$ cat src/rtl/linebuff_pool_ctrl.sv
// Sequencer for the conv1 pooling line-buffer array: accepts the word stream,
// drives the shared shift enable and flags each completed vertical pooling window.
module linebuff_pool_ctrl #(
  parameter int COLS   = 7,
  parameter int ROWS   = 28,
  parameter int POOL_K = 2,
  parameter int CW     = (COLS > 1) ? $clog2(COLS) : 1,
  parameter int RW     = (ROWS > 1) ? $clog2(ROWS) : 1
) (
  input  logic          pool_ctrl_clk,
  input  logic          pool_ctrl_rst,
  input  logic          start,
  input  logic          in_valid,
  output logic          in_ready,
  output logic          lb_pool_en,
  output logic          out_valid,
  input  logic          out_ready,
  output logic [RW-1:0] out_row,
  output logic [CW-1:0] out_col,
  output logic          out_last,
  output logic          busy,
  output logic          done
);

  typedef enum logic [1:0] {S_IDLE, S_RUN, S_DRAIN, S_DONE} state_t;

  localparam logic [CW-1:0] COL_LAST = CW'(COLS - 1);
  localparam logic [RW-1:0] ROW_LAST = RW'(ROWS - 1);
  localparam logic [RW-1:0] PH_LAST  = RW'(POOL_K - 1);

  state_t        r_state, w_state_nxt;
  logic [CW-1:0] r_col;
  logic [RW-1:0] r_row;
  logic [RW-1:0] r_ph;
  logic [RW-1:0] r_prow;
  logic          r_out_valid;
  logic [RW-1:0] r_out_row;
  logic [CW-1:0] r_out_col;
  logic          r_out_last;
  logic          r_busy;
  logic          r_done;

  logic w_accept;
  logic w_row_end;
  logic w_frame_end;
  logic w_win;

  assign in_ready    = (r_state == S_RUN) & (~r_out_valid | out_ready);
  assign w_accept    = in_valid & in_ready;
  assign lb_pool_en  = w_accept;
  assign w_row_end   = (r_col == COL_LAST);
  assign w_frame_end = w_row_end & (r_row == ROW_LAST);
  // r_ph tracks row % POOL_K and r_prow tracks row / POOL_K, avoiding a divider
  assign w_win       = w_accept & (r_ph == PH_LAST);

  assign out_valid = r_out_valid;
  assign out_row   = r_out_row;
  assign out_col   = r_out_col;
  assign out_last  = r_out_last;
  assign busy      = r_busy;
  assign done      = r_done;

  always_comb begin
    w_state_nxt = r_state;
    case (r_state)
      S_IDLE:  if (start) w_state_nxt = S_RUN;
      S_RUN:   if (w_accept & w_frame_end) w_state_nxt = S_DRAIN;
      S_DRAIN: if (r_out_valid & out_ready) w_state_nxt = S_DONE;
      S_DONE:  w_state_nxt = S_IDLE;
      default: w_state_nxt = S_IDLE;
    endcase
  end

  always_ff @(posedge pool_ctrl_clk or posedge pool_ctrl_rst) begin
    if (pool_ctrl_rst) begin
      r_state     <= S_IDLE;
      r_col       <= '0;
      r_row       <= '0;
      r_ph        <= '0;
      r_prow      <= '0;
      r_out_valid <= 1'b0;
      r_out_row   <= '0;
      r_out_col   <= '0;
      r_out_last  <= 1'b0;
      r_busy      <= 1'b0;
      r_done      <= 1'b0;
    end else begin
      r_state <= w_state_nxt;
      r_busy  <= (w_state_nxt != S_IDLE);
      r_done  <= (w_state_nxt == S_DONE);

      if ((r_state == S_IDLE) && start) begin
        r_col  <= '0;
        r_row  <= '0;
        r_ph   <= '0;
        r_prow <= '0;
      end else if (w_accept) begin
        if (w_frame_end) begin
          r_col  <= '0;
          r_row  <= '0;
          r_ph   <= '0;
          r_prow <= '0;
        end else if (w_row_end) begin
          r_col <= '0;
          r_row <= r_row + 1'b1;
          if (r_ph == PH_LAST) begin
            r_ph   <= '0;
            r_prow <= r_prow + 1'b1;
          end else begin
            r_ph <= r_ph + 1'b1;
          end
        end else begin
          r_col <= r_col + 1'b1;
        end
      end

      // A new window on the same edge as a take replaces the old one
      if (w_win) begin
        r_out_valid <= 1'b1;
        r_out_row   <= r_prow;
        r_out_col   <= r_col;
        r_out_last  <= w_frame_end;
      end else if (r_out_valid & out_ready) begin
        r_out_valid <= 1'b0;
      end
    end
  end

endmodule

$ cat config.mk
export PLATFORM = sky130hd
export DESIGN_NAME = linebuff_pool_ctrl
export DESIGN_NICKNAME = d
export VERILOG_FILES = /design/src/rtl/linebuff_pool_ctrl.sv
export SDC_FILE = /design/constraint.sdc
export NUM_CORES = 1
export LEC_CHECK = 0
export ABC_AREA = 1
export CAP_MARGIN = 0
export CORE_ASPECT_RATIO = 1.25
export CORE_MARGIN = 4
export CORE_UTILIZATION = 49
export DETAILED_ROUTE_END_ITERATION = 6
export PLACE_DENSITY = 0.75
export RECOVER_POWER = 100
export SLEW_MARGIN = 40
export SYNTH_ARGS = -nofsm -noshare
export SYNTH_HDL_FRONTEND = slang
export SYNTH_SLANG_ARGS = --single-unit
$ cat constraint.sdc
create_clock -name pool_ctrl_clk -period 1.4 [get_ports pool_ctrl_clk]
set_input_delay 0.28 -clock pool_ctrl_clk [delete_from_list [all_inputs] [get_ports pool_ctrl_clk]]
set_output_delay 0.28 -clock pool_ctrl_clk [all_outputs]
set_load 0.02 [all_outputs]
### After elaboration in Yosys (flattened, before gate mapping)

Index checks and enable logic that the tools add are counted.

* register bits after elaboration: 32
* bits of input ports: 5
* output and inout bits: 14
* word-level logic and storage cells: 63

* add/sub/neg operators: 4
* equality and inequality tests: 7
* muxes and demuxes: 24
* bitwise logic cells: 8
* reductions and logical operators: 9

Operators with widths (number)
* 5-bit 2-to-1 mux: 14
* 5-bit by 1-bit adder with 5-bit output, second input constant: 3
* 3-bit 2-to-1 mux: 4
* 2-bit case mux with 4 select lines: 1
* 1-bit AND: 6
* 2-bit equality test, second input constant: 3
* 2-bit 2-to-1 mux: 3
* 2-bit nonzero test: 3
* 3-bit nonzero test: 2
* 5-bit by 1-bit equality test with 1-bit output, second input constant: 1
* 5-bit equality test, second input constant: 1
* 3-bit by 1-bit adder with 3-bit output, second input constant: 1
* 3-bit equality test, second input constant: 1
* 3-bit AND reduction: 1
* 2-bit by 1-bit equality test with 1-bit output, second input constant: 1
* 2-bit zero test: 1
* 1-bit 2-to-1 mux: 2
* 2-bit AND reduction: 1
* 1-bit logical AND: 1
* 1-bit inverter: 1
* 1-bit OR: 1

### Longest topological paths before layout

Gate-level depths: netlist of run 1.

* depth in word-level cells: 8
* depth in mapped cells: 8
* mapped depth without buffers: 8

### Worst setup path after synthesis of run 1

No wires, ideal clock.

* kind: register -> register
* start: reg r_out_valid (netlist: out_valid)
* end: reg r_state[0]
* setup time: 0.121 ns
* arrival time: 1.205 ns
* required time: 1.279 ns
* slack: 0.074 ns
* stages on the path, launching flop included: 7
* buffers on the path: 0
* period minus slack after synthesis: 1.326 ns
* cell sequence: dfrtp_1 -> nand2_1 -> nand3_4 -> inv_1 -> nand2_1 -> a21oi_1 -> nand2_1

* cells in the longest elaborated chain, start to end: 7
* elaborated cells between the ends (all ways): 9
* those cells by class: mux (3); bitwise (6)

Ends and longest elaborated chain
* from (decl): RTL line 36 `logic r_out_valid;`
* from (signal assigned): RTL line 81 `r_out_valid <= 1'b0;`
* from (signal assigned): RTL line 119 `r_out_valid <= 1'b1;`
* from (signal assigned): RTL line 124 `r_out_valid <= 1'b0;`
* 1-bit inverter: RTL line 48 `assign in_ready = (r_state == S_RUN) & (~r_out_valid | out_ready);`
* 1-bit OR: RTL line 48
* 1-bit AND: RTL line 48
* 1-bit AND: RTL line 49 `assign w_accept = in_valid & in_ready;`
* net lb_pool_en: RTL line 15 `output logic lb_pool_en,`
* 1-bit AND: RTL line 67 `S_RUN: if (w_accept & w_frame_end) w_state_nxt = S_DRAIN;`
* 2-bit 2-to-1 mux: RTL line 67
* 2-bit case mux with 4 select lines: RTL line 65 `case (r_state)`
* net w_state_nxt[0]: RTL line 31 `state_t r_state, w_state_nxt;`
* to (signal assigned): RTL line 88 `r_state <= w_state_nxt;`
* to (decl): RTL line 31

The timed path passes the listed nets, and every way through them passes these cells.
A chain may end at the register's enable or synchronous reset.

### Worst setup path after layout of run 1

* start: in out_ready
* end: out lb_pool_en

* cells in the longest elaborated chain, start to end: 3

Ends and longest elaborated chain
* from (decl): RTL line 17 `input logic out_ready,`
* 1-bit OR: RTL line 48
* 1-bit AND: RTL line 48
* 1-bit AND: RTL line 49
* to (decl): RTL line 15

No other way between the ends.

==> out/results.txt, run 1 <==
CTS root buffer: clkbuf_8
Max VDD drop: 917 uV
worst r2r src: r_state[1]$_DFF_PP0_
Power Dens Cells: 837 nW/um^2
Finished Cell Area: 2310 um^2
Post-synth EDFFs: 0
Max Cap Viol: 0
clock transition at the registers of the reported paths: 70 ps
HP Class: reg2reg
DP Area: 1990 um^2
f_max: 0.648 GHz
DRT Pass-1 Iters: 4
vias in the first global route: 1,598
count leader, synth: nand2_1
crit path max fanout: 2
cts hold-fix bufs: 0
period utilization: 110%
final estimated routing congestion in global placement: 0.789
largest family of logic cells by synthesized area: simple AND/OR/NAND/NOR gates
fin util: 71.8%
Die Wd: 59.7 um
Final Net Count: 243
aggregate global-route resource usage: 22.5%
chip height: 72.6 um
final hold vios: 0
initial antenna violation count: 0
htree depth: 2
initial core utilization: 50.8%
endpoint class of the critical path: output port
DR iter-0 viols: 70
core footprint: 3220 um^2
WL final: 4.46 mm
first-pass GRT wire length: 7.32 mm
cell area after synthesis: 1640 um^2
dpl hpwl: 2.68 mm
Setup CP Type: in2out
Sink Count: 32
Skew-Pair Late Insertion Delay: 290 ps
Synth top area share: 48.9%
post-synth cell types: 24
DRC viols: 0
largest net degree at the start of global routing: 33
Worst EP required: 1120 ps
ant diodes: 0
Antenna Nets Post-Route: 0
Worst-Margin Slew: 814 ps
multi-input logic area: 856 um^2
ys async rst share: 100%
Top Ports: 19
HP Start: out_row[4]$_DFFE_PP0P_
largest area contributor in the synthesized netlist: dfrtp_1
Mapped Cells: 185
outcome: finished, violations left
Seq/Total Area, Yosys: 48.9%
Post-synth top cells: nand2_1, dfrtp_1, inv_1
r2r setup slk: -110 ps
area grow syn2layout: 41.4%
max_slew headroom: 45.7%
Worst Clk Skew: 5.61 ps
Clock Tree Buf Depth: 2
Vias: 1,505
crit path DAT: 1260 ps
FF+latch area: 801 um^2
DR WL/cell: 16.4 um
synthesized flop and latch total: 32
top post-synthesis cells by area: dfrtp_1, nand2_1, nand3_1
simple-gate share of the synthesized area: 30.5%
TritonCTS Buffers: 5
Die Area: 4330 um^2
Post-Syn Nets: 194
DP Worst Slack: -610 ps
Pins Over Slew Limit: 0
post-synthesis compound-gate area fraction: 8.94%
share of layout cells above drive strength 1: 33.2%
Synth Area in Adders: 3.06%
Most used DFF post-synth: dfrtp_1
Startpoint Class: input port
fin crit period: 1540 ps
failing checks: setup timing
Synth warnings: 0
fin worst setup slack: -144 ps
Synth Area per Inst: 8.85 um^2
port bufs: 18
leakage power: 0.00117 uW
RSZ-0062 raised after global routing: yes
final setup violating endpoints: 27
FILL cells: 230
multiplexer share of the synthesized area: 0%
GR Overflow Total: 0
XOR/XNOR Fraction of Synth Area: 3.21%
via-per-instance ratio: 5.53
Critical path origin: out_ready
cell row count: 23
CTS tree: done
-- cell families after synthesis --
family / count (synthesis)
AND/OR/NAND/NOR: 99
buffers and inverters: 21
XOR/XNOR: 6
AO/OA/AOI/OAI: 23
flip-flops: 32
adder cells (fa/ha/maj): 4
-- final timing paths --
path / to / depth (start not counted)
min in group asynchronous: r_ph[3]$_DFFE_PP0P_ / 3
max in group asynchronous: out_valid$_DFFE_PP0P_ / 3
worst min register to register: out_row[4]$_DFFE_PP0P_ / 2
worst max-delay path: lb_pool_en / 6
worst min-delay path: out_row[4]$_DFFE_PP0P_ / 2
worst max register to register: r_ph[0]$_DFFE_PP0P_ / 8
-- placed cells by master (no fill, tap or decap), drive strengths merged, types with 4 or more instances in the layout --
cell type,n
nand2,51
dfrtp,32
buf,26
inv,19
nor2,19
nand3,19
o21ai,18
dlygate4sd2,12
nand4,10
clkbuf,8
xor2,5
ha,4
-- per-layer routing --
metal  part of all wire [%]  vias to the layer above  track usage, %  wire length (um)
li1                       -                      705               -                 -
met1                     39                      750            24.7              1760
met2                     54                       38            40.6              2430
met3                    3.7                       12            4.96               164
met4                    2.4                        0            9.36               108
met5                      0                        -               0                 0
-- worst max-delay path, stage by stage --
cell	delay (ps)
clkdlybuf4s50_1	510
inv_2	60
nand2_2	90
nand3_4	80
inv_1	110
buf_6	130
-- sequential cells by signal, indices dropped and copies added, names as in the netlist --
signal,count
out_row,5
r_ph,5
r_prow,5
r_row,5
out_col,3
r_col,3
r_state,2
busy,1
done,1
out_last,1
out_valid,1
-- through the flow --
step | total power [uW] | setup TNS [ps] | hold slack [ps] | instances
floorplan | 956 | 0 | 396 | 185
global placement | 981 | -8590 | 457 | 255
detailed placement | 982 | -11120 | 473 | 255
CTS | 1960 | -728 | 338 | 270
global route | 2000 | -3570 | 500 | 272
finish | 1940 | -1930 | 486 | 272
-- cell type report --
class                           instances  share of cell area, %
Multi-Input combinational cell        133                   37.0
Sequential cell                        32                   34.6
Timing Repair Buffer                   43                   17.5
Clock buffer                            7                   4.16
Inverter                               19                   3.51
Tap cell                               37                   2.00
Clock inverter                          1                   1.30
-- report_power, final --
group          leakage, uW  internal (uW)  total, uW  switching (uW)
Sequential        0.000405            924        924               0
Clock            0.0000645            628        978             350
Combinational     0.000703           10.9       35.8            25.0
-- repair_timing --
| action | 4_1_cts | 5_1_grt |
|---|---|---|
| endpoints found under the setup margin | 40 | 30 |
| pin swaps | 6 | 9 |
| gates cloned | 1 | 0 |
| buffers inserted | 6 | 4 |
| gates resized for setup | 41 | 20 |
No activity file was read; power rests on OpenSTA's default activity.
==> inputs of run 2 (changes only) <==
--- a/config.mk
+++ b/config.mk
@@ -11,6 +11,7 @@
 export CORE_MARGIN = 4
 export CORE_UTILIZATION = 49
 export DETAILED_ROUTE_END_ITERATION = 6
+export MAX_ROUTING_LAYER = met4
 export PLACE_DENSITY = 0.75
 export RECOVER_POWER = 100
 export SLEW_MARGIN = 40
==> run 2 against run 1 <==
Effect of this change: global-route usage up 0.72 points; final cell count stayed put; the run still ends with setup timing left; highest routed layer unchanged; flip-flop and latch count did not move; register-to-register slack about the same; utilization unchanged; sequential share of layout area unchanged; critical endpoint unchanged; maximum frequency about the same; via count fell by 0.53%; design area is the same; worst hold slack got worse by 1.9 ps.
==> out/results.txt, run 2 (same netlist as run 1, synthesis figures left out) <==
cell row count: 23 (unchanged)
GR Util met1: 25.4% (+0.69 points)
Die Area: 4330 um^2 (unchanged)
Skew-Pair Late Insertion Delay: 290 ps (about the same)
grt peak-use layer: met2
via-per-instance ratio: 5.50 (-0.53%)
most frequent cells in the layout: nand2_1, dfrtp_1, buf_4, inv_1, dlygate4sd2_1
Worst Clk Skew: 5.21 ps (-0.394 ps)
final setup violating endpoints: 27 (unchanged)
largest net degree at the start of global routing: 33 (unchanged)
outcome: finished, violations left
Max VDD drop: 922 uV (+0.52%)
f_max: 0.648 GHz (about the same)
Reg2Reg Depth: 8 (unchanged)
HP Start: out_row[4]$_DFFE_PP0P_
cells along the critical path: clkdlybuf4s50_1 > inv_2 > nand2_2 > nand3_4 > inv_1 > buf_6
GR Overflow Total: 0 (unchanged)
Max Cap Viol: 0 (unchanged)
final hold vios: 0 (unchanged)
sequential share of power: 47.6% (about the same)
Hold Path End: out_row[4]$_DFFE_PP0P_
area grow syn2layout: 41.4% (unchanged)
chip height: 72.6 um (unchanged)
crit path DAT: 1260 ps (about the same)
clock transition at the registers of the reported paths: 70 ps (about the same)
dpl hpwl: 2.68 mm (unchanged)
max_slew headroom: 45.4% (-0.34 points)
htree depth: 2 (unchanged)
initial core utilization: 50.8% (unchanged)
reg2reg end: r_ph[0]$_DFFE_PP0P_
Clock Tree Buf Depth: 2 (unchanged)
DP Area: 1990 um^2 (unchanged)
fin util: 71.8% (unchanged)
TritonCTS Buffers: 5 (unchanged)
core footprint: 3220 um^2 (unchanged)
DRC viols: 0 (unchanged)
Psw: 379 uW (+0.95%)
Setup CP Type: in2out
final cell count without fillers: 272 (unchanged)
Crit path max-delay family: buffers and inverters
leakage power: 0.00117 uW (unchanged)
GR Layer Usage met3: 4.96% (unchanged)
DRT Pass-1 Iters: 4 (unchanged)
WL final: 4.48 mm (+0.40%)
endpoint class of the critical path: output port
Clk pwr share: 50.5% (about the same)
fin worst setup slack: -144 ps (+0.322 ps)
CTS tree: done
Top Ports: 19 (unchanged)
WP buf/inv: 4 (unchanged)
period utilization: 110% (about the same)
CP max stage delay: 510 ps (about the same)
Die Wd: 59.7 um (unchanged)
vias in the first global route: 1,582 (-1.0%)
worst r2r src: r_state[1]$_DFF_PP0_
Startpoint Class: input port
FILL cells: 230 (unchanged)
Final Net Count: 243 (unchanged)
M2 GR Usage: 40.1% (-0.48 points)
share of layout cells above drive strength 1: 33.2% (unchanged)
r2r setup slk: -110 ps (about the same)
RSZ-0062 raised after global routing: yes
Worst-Margin Slew: 819 ps (+5.10 ps)
Sink Count: 32 (unchanged)
initial antenna violation count: 0 (unchanged)
logic gate share of total power: 1.9% (about the same)
DR iter-0 viols: 79 (+13%)
most common cell after layout, fill and taps aside: nand2_1
Vias: 1,497 (-0.53%)
aggregate global-route resource usage: 23.2% (+0.72 points)
Antenna Nets Post-Route: 0 (unchanged)
CTS root buffer: clkbuf_8
crit path max fanout: 2 (unchanged)
DR WL/cell: 16.5 um (+0.40%)
Critical-path top delay cell: clkdlybuf4s50_1
internal power: 1560 uW (unchanged)
failing checks: setup timing
Hold Crit Depth: 2 (unchanged)
Power Dens Cells: 839 nW/um^2 (+0.18%)
fin crit period: 1540 ps (-0.322 ps)
final estimated routing congestion in global placement: 0.801 (+1.4%)
sw frac: 19.5% (+0.15 points)
placed insts: 255 (unchanged)
Finished Cell Area: 2310 um^2 (unchanged)
HP Class: reg2reg
Pins Over Slew Limit: 0 (unchanged)
port bufs: 18 (unchanged)
Worst EP required: 1120 ps (about the same)
ant diodes: 0 (unchanged)
first-pass GRT wire length: 7.36 mm (+0.48%)
==> run 2: cell counts in the layout (fill, tap and decap cells not counted) <==
No cell type changed its count.
==> run 2: power by group through the flow <==
| stage | combinational [uW] | sequential, uW | clock [uW] |
|---|---|---|---|
| 4_1_cts | 42.6 | 924 | 990 |
| 2_1_floorplan | 14.5 | 942 | 0 |
| 3_5_place_dp | 40.5 | 942 | 0 |
| 6_report | 36.0 | 924 | 981 |
| 5_1_grt | 40.4 | 924 | 1040 |
| 3_3_place_gp | 39.4 | 942 | 0 |
==> run 2: through the flow <==
stage,power [uW],hold WS [ps],setup WS [ps],TNS (ps)
global route,2000,501,-191,-3560
finish,1940,485,-144,-1890
floorplan,956,396,74.2,0
CTS,1960,338,-112,-728
detailed placement,982,473,-610,-11120
global placement,981,457,-531,-8590
==> run 2: timing repair <==
item	4_1_cts	5_1_grt
buffers inserted	6	4
resized for setup	41	20
pin swaps	6	9
hold buffers	0	0
gates cloned	1	0
endpoints found under the setup margin	40	30
==> run 2: layout make-up <==
cell class | count | area [um^2] | area share [%]
Sequential cell | 32 | 801 | 34.6
Multi-Input combinational cell | 133 | 856 | 37.0
Tap cell | 37 | 46.3 | 2.00
Timing Repair Buffer | 43 | 404 | 17.5
Clock inverter | 1 | 30.0 | 1.30
Clock buffer | 7 | 96.3 | 4.16
Inverter | 19 | 81.3 | 3.51
==> run 2: per-layer routing <==
metal	part of all wire, %	wire, um
met1	39	1760
met2	54	2430
met3	4.0	178
met4	2.5	110
met5	0	0
==> run 2: worst max path at each step <==
stage                                 endpoint  slack (ps)  cells after the start             startpoint
final                               lb_pool_en        -140                      6              out_ready
after CTS                           lb_pool_en        -110                      5   r_state[1]$_DFF_PP0_
after global routing                lb_pool_en        -190                      5   r_state[1]$_DFF_PP0_
after detailed placement            lb_pool_en        -610                      6              out_ready
after global placement              lb_pool_en        -530                      6              out_ready
after floorplan           r_state[0]$_DFF_PP0_          70                      6  out_valid$_DFFE_PP0P_
==> run 2: worst register-to-register path, cell delays in order (launching register included) <==
cell	delay, ps
dfrtp_1	410
nor2_4	140
buf_6	120
nand3_4	60
buf_6	140
nor2_4	240
nor2_4	130
nand2_1	80
o21ai_1	70
==> RTL change 1: new RTL, config.mk and constraints of run 1 <==
The parameter `COLS` goes from 7 to 6.
--- a/src/rtl/linebuff_pool_ctrl.sv
+++ b/src/rtl/linebuff_pool_ctrl.sv
@@ -1,7 +1,7 @@
 // Sequencer for the conv1 pooling line-buffer array: accepts the word stream,
 // drives the shared shift enable and flags each completed vertical pooling window.
 module linebuff_pool_ctrl #(
-  parameter int COLS   = 7,
+  parameter int COLS   = 6,
   parameter int ROWS   = 28,
   parameter int POOL_K = 2,
   parameter int CW     = (COLS > 1) ? $clog2(COLS) : 1,
Check against the original RTL: not equivalent (Yosys sat finds a counterexample within 10 cycles, from zero or initial values and one cycle with pool_ctrl_rst high).
==> RTL change 1 against run 1 <==
  * The run still ends with negative setup slack left
  * Area after synthesis shrank 0.84%
  * Final area is 6.2% lower
  * Clock power fell by 1%
  * Register-to-register slack better by 0.07 ns
  * Total power down 0.71%
  * Sequential cell count did not move
  * Routed wire length down 21%
  * Sequential power hardly changed
  * Worst setup slack improved by 0.079 ns
  * Critical endpoint unchanged
  * Largest cell class is now registers
  * Highest routed layer unchanged
==> RTL change 1: results (changes against run 1) <==
sta:
  setup_viol: 11  # -59%
  max_slew.worst_pin.slew_ns: 0.763  # -0.0510 ns
  tns_ns: -0.309  # +1.62 ns
  setup_slack_ns: -0.0647  # +0.0792 ns
setup_path:
  critPathMaxStageDelay_ns: 0.41  # -0.10 ns
  slowest_stage: "dfrtp_1"
  crit_path_max_fanout: 4  # +2
layout:
  drive_gt1_share_pct: 28.2  # -5.0 points
  stdcell_count: 271  # -0.37%
power_and_ir_drop:
  p_leak_nw: 1.16  # -1.2%
  seq_power_uw: 925  # about the same
  comb_power_uw: 32.9  # -8.1%
  p_switching_uw: 361  # -3.7%
placement:
  place_ws_ns: -0.575  # +0.0358 ns
  gp_congestion: 0.792  # +0.35%
  dp_hpwl_um: 2460  # -8.2%
grt:
  grt_use_met3_pct: 4.98  # +0.026 points
  use_met2_pct: 31.6  # -9.0 points
  grt_first_pass_wirelength_um: 6110  # -16%
  use_met1_pct: 21.9  # -2.8 points
  grt_usage_pct: 18.5  # -4.1 points
route:
  drt_iter0_markers: 59  # -16%
  drt_wl_total_um: 3540  # -21%
outcome:
  violations: "negative setup slack"
  status: "finished with violations"
synthesis:
  synth-compound-area-share_pct: 8.25  # -0.70 points
  syn_avg_cell_area_sq_um: 8.77  # -0.84%
  synth_xor_area_share_pct: 3.24  # +0.027 points
## RTL change 1: cell count changes after synthesis, moves of 2 or more
cell	delta
inv_2	-3
inv_1	+3
nand2_1	+2
nor2_1	+2
nand3_2	-2
o21ai_1	-2
## RTL change 1: cell families after synthesis
group                      Yosys count
and+or+nand+nor                    101
DFF                                 32
AOI/OAI and AO/OA                   21
buffers and inverters               21
xor gates and xnor gates             6
adders and majority gates            4
## RTL change 1: layout make-up
class	count	area, sq um
Sequential cell	32	801
Tap cell	37	46.3
Clock buffer	7	96.3
Fill cell	254	1020
Timing Repair Buffer	42	353
Inverter	19	76.3
Multi-Input combinational cell	133	769
Clock inverter	1	30.0
## RTL change 1: path summary, 6_finish.rpt
check / startpoint / endpoint / slack, ns
setup / recovery: r_state[1] / lb_pool_en / -0.06
hold / removal: out_col[0] / out_col[0] / 0.47
setup reg to reg: r_state[1] / r_ph[2] / -0.04
hold reg to reg: out_col[0] / out_col[0] / 0.47
max in group asynchronous: pool_ctrl_rst / r_row[3] / 0.24
min in group asynchronous: pool_ctrl_rst / r_state[1] / 0.66
## RTL change 1: worst register-to-register path: stages (launching register included)
cell	delay [ns]
dfrtp_1	0.41
nor2_4	0.14
buf_6	0.12
nand3_4	0.05
buf_4	0.16
nor2_4	0.18
buf_6	0.13
nand3_1	0.07
o21ai_1	0.09
## RTL change 1: per-layer routing
layer / share of wire (%) / vias up
li1: - / 698
met1: 41 / 674
met2: 53 / 29
met3: 4.3 / 6
met4: 1.4 / 0
met5: 0 / -
## RTL change 1: what timing repair did
action / in CTS / in global routing
endpoints found under the setup margin: 22 / 31
gates cloned: 0 / 1
resized for setup: 32 / 15
buffers inserted: 3 / 4
endpoints found under the hold margin: 0 / 0
pin swaps: 1 / 7
==> RTL change 2: new RTL, settings of run 1 <==
Without the edit above. Reset style: synchronous (`pool_ctrl_rst`), changed in one clocked block.
--- a/src/rtl/linebuff_pool_ctrl.sv
+++ b/src/rtl/linebuff_pool_ctrl.sv
@@ -71,7 +71,7 @@
     endcase
   end
 
-  always_ff @(posedge pool_ctrl_clk or posedge pool_ctrl_rst) begin
+  always_ff @(posedge pool_ctrl_clk) begin
     if (pool_ctrl_rst) begin
       r_state     <= S_IDLE;
       r_col       <= '0;
Function: differs if pool_ctrl_rst is asserted again (counterexample within 4 cycles, from zero or initial values and one cycle with pool_ctrl_rst high); with pool_ctrl_rst held inactive, the same outputs for 10 cycles.
==> RTL change 2 against run 1 <==
  * The run still ends with negative setup slack left
  * Area after synthesis shrank 10%
  * Die area decreased by 9.0%
  * Routed wire length shrank 14%
  * Sequential cell count unchanged
  * Final area shrank 7.2%
  * Worst setup slack better by 0.060 ns
Power is not compared: it rests on default switching activity, and its combinational part moved more than twofold at a synthesized area within 25%.
==> RTL change 2: results (changes against run 1) <==
sta:
  setup_viol: 6  # -78%
  tns_ns: -0.153  # +1.77 ns
  finClkSkew_ns: 0.00405  # -0.00155 ns
  setup_slack_ns: -0.0839  # +0.0600 ns
synthesis:
  async_flop_share_pct: 0  # -100 points
  yosysSeqAreaShare_pct: 43.6  # -5.4 points
  ys_top_cells_by_area: "dfxtp_1, nand2_1, nor2_1"
  synth_common_cells: "nand2_1, nor2_1, dfxtp_1"
  synthFlopType: "dfxtp_1"
  synth-compound-area-share_pct: 11.6  # +2.6 points
  synth_xor_area_share_pct: 2.38  # -0.83 points
  syn_nets: 206  # +6.2%
  synthAdderAreaFrac_pct: 3.40  # +0.35 points
placement:
  dp_hpwl_um: 2520  # -5.7%
  gp_congestion: 0.830  # +5.1%
  place_ws_ns: -0.583  # +0.0276 ns
  dp.cells: 269  # +5.5%
route:
  wl_met1_um: 1450  # -17%
  wl_per_cell_um: 13.3  # -19%
  wl_met2_um: 2120  # -13%
  drt_iter0_markers: 44  # -37%
  vias: 1448  # -3.8%
grt:
  grt_first_pass_wirelength_um: 5980  # -18%
  use_met2_pct: 34.7  # -5.9 points
  grt_pass1_vias: 1450  # -9.3%
  grt_usage_pct: 19.1  # -3.4 points
  grt_use_met3_pct: 6.15  # +1.2 points
outcome:
  status: "finished with violations"
  violations: "negative setup slack"
setup_path:
  crit_start: "r_state[0]"
  slowest_stage: "dfxtp_2"
  crit_end: "out_col[0]"
  worstPathArrival_ns: 1.72  # +0.46 ns
  reg2reg_depth: 9  # +1
clocking:
  root_buffer: "clkbuf_4"
  path_clk_slew_ns: 0.09  # +0.02 ns
  cts_setup_buffers: 5  # -1
  clock_latency_ns: 0.32  # +0.03 ns
  ctsResizeCount: 44  # +7.3%
layout:
  stdcell_count: 287  # +5.5%
  drive_gt1_share_pct: 33.2  # about the same
  nets: 261  # +7.4%
hold_path:
  min_path_type: "flip-flop to flip-flop"
==> RTL change 2: worst min path at each step <==
stage,cells past startpoint,slack (ns),endpoint,startpoint
3_3_place_gp,2,0.47,out_row[4],r_prow[4]
3_5_place_dp,2,0.49,out_row[4],r_prow[4]
4_1_cts,2,0.50,out_col[0],out_col[0]
6_report,2,0.49,out_last,out_last
5_1_grt,2,0.53,out_row[4],r_prow[4]
2_1_floorplan,1,0.35,out_valid,pool_ctrl_rst
==> RTL change 2: power by group through the flow <==
| stage | sequential (mW) | clock (mW) | combinational, mW |
|---|---|---|---|
| final | 0.919 | 0.535 | 0.153 |
| after CTS | 0.919 | 0.551 | 0.130 |
| after detailed placement | 0.940 | 0 | 0.124 |
| after floorplan | 0.943 | 0 | 0.0527 |
| after global routing | 0.921 | 0.602 | 0.164 |
| after global placement | 0.940 | 0 | 0.122 |
==> RTL change 2: worst register-to-register path: cells and delay by family, from the launching register on <==
family | cells | cell delay, ns
compound gates | 1 | 0.22
buf+inv | 4 | 0.45
flops | 1 | 0.35
simple gates | 4 | 0.39
==> RTL change 2: kinds of logic after synthesis <==
logic type,Yosys count
XOR/XNOR,4
AND/OR/NAND/NOR,100
AO/OA/AOI/OAI,33
flip-flops,32
buffers and inverters,24
adder cells (fa/ha/maj),4
==> RTL change 2: final cells by class <==
class / instances / area [sq um]
Timing Repair Buffer: 50 / 465
Clock buffer: 8 / 58.8
Sequential cell: 32 / 647
Multi-Input combinational cell: 141 / 852
Inverter: 22 / 82.6
Tap cell: 34 / 42.5
Fill cell: 191 / 637
==> RTL change 2: through the flow <==
stage | area, sq um | hold WS, ns
final | 2150 | 0.492
after global routing | 2150 | 0.526
after CTS | 1970 | 0.497
after detailed placement | 1850 | 0.486
after global placement | 1850 | 0.468
after floorplan | 1470 | 0.352
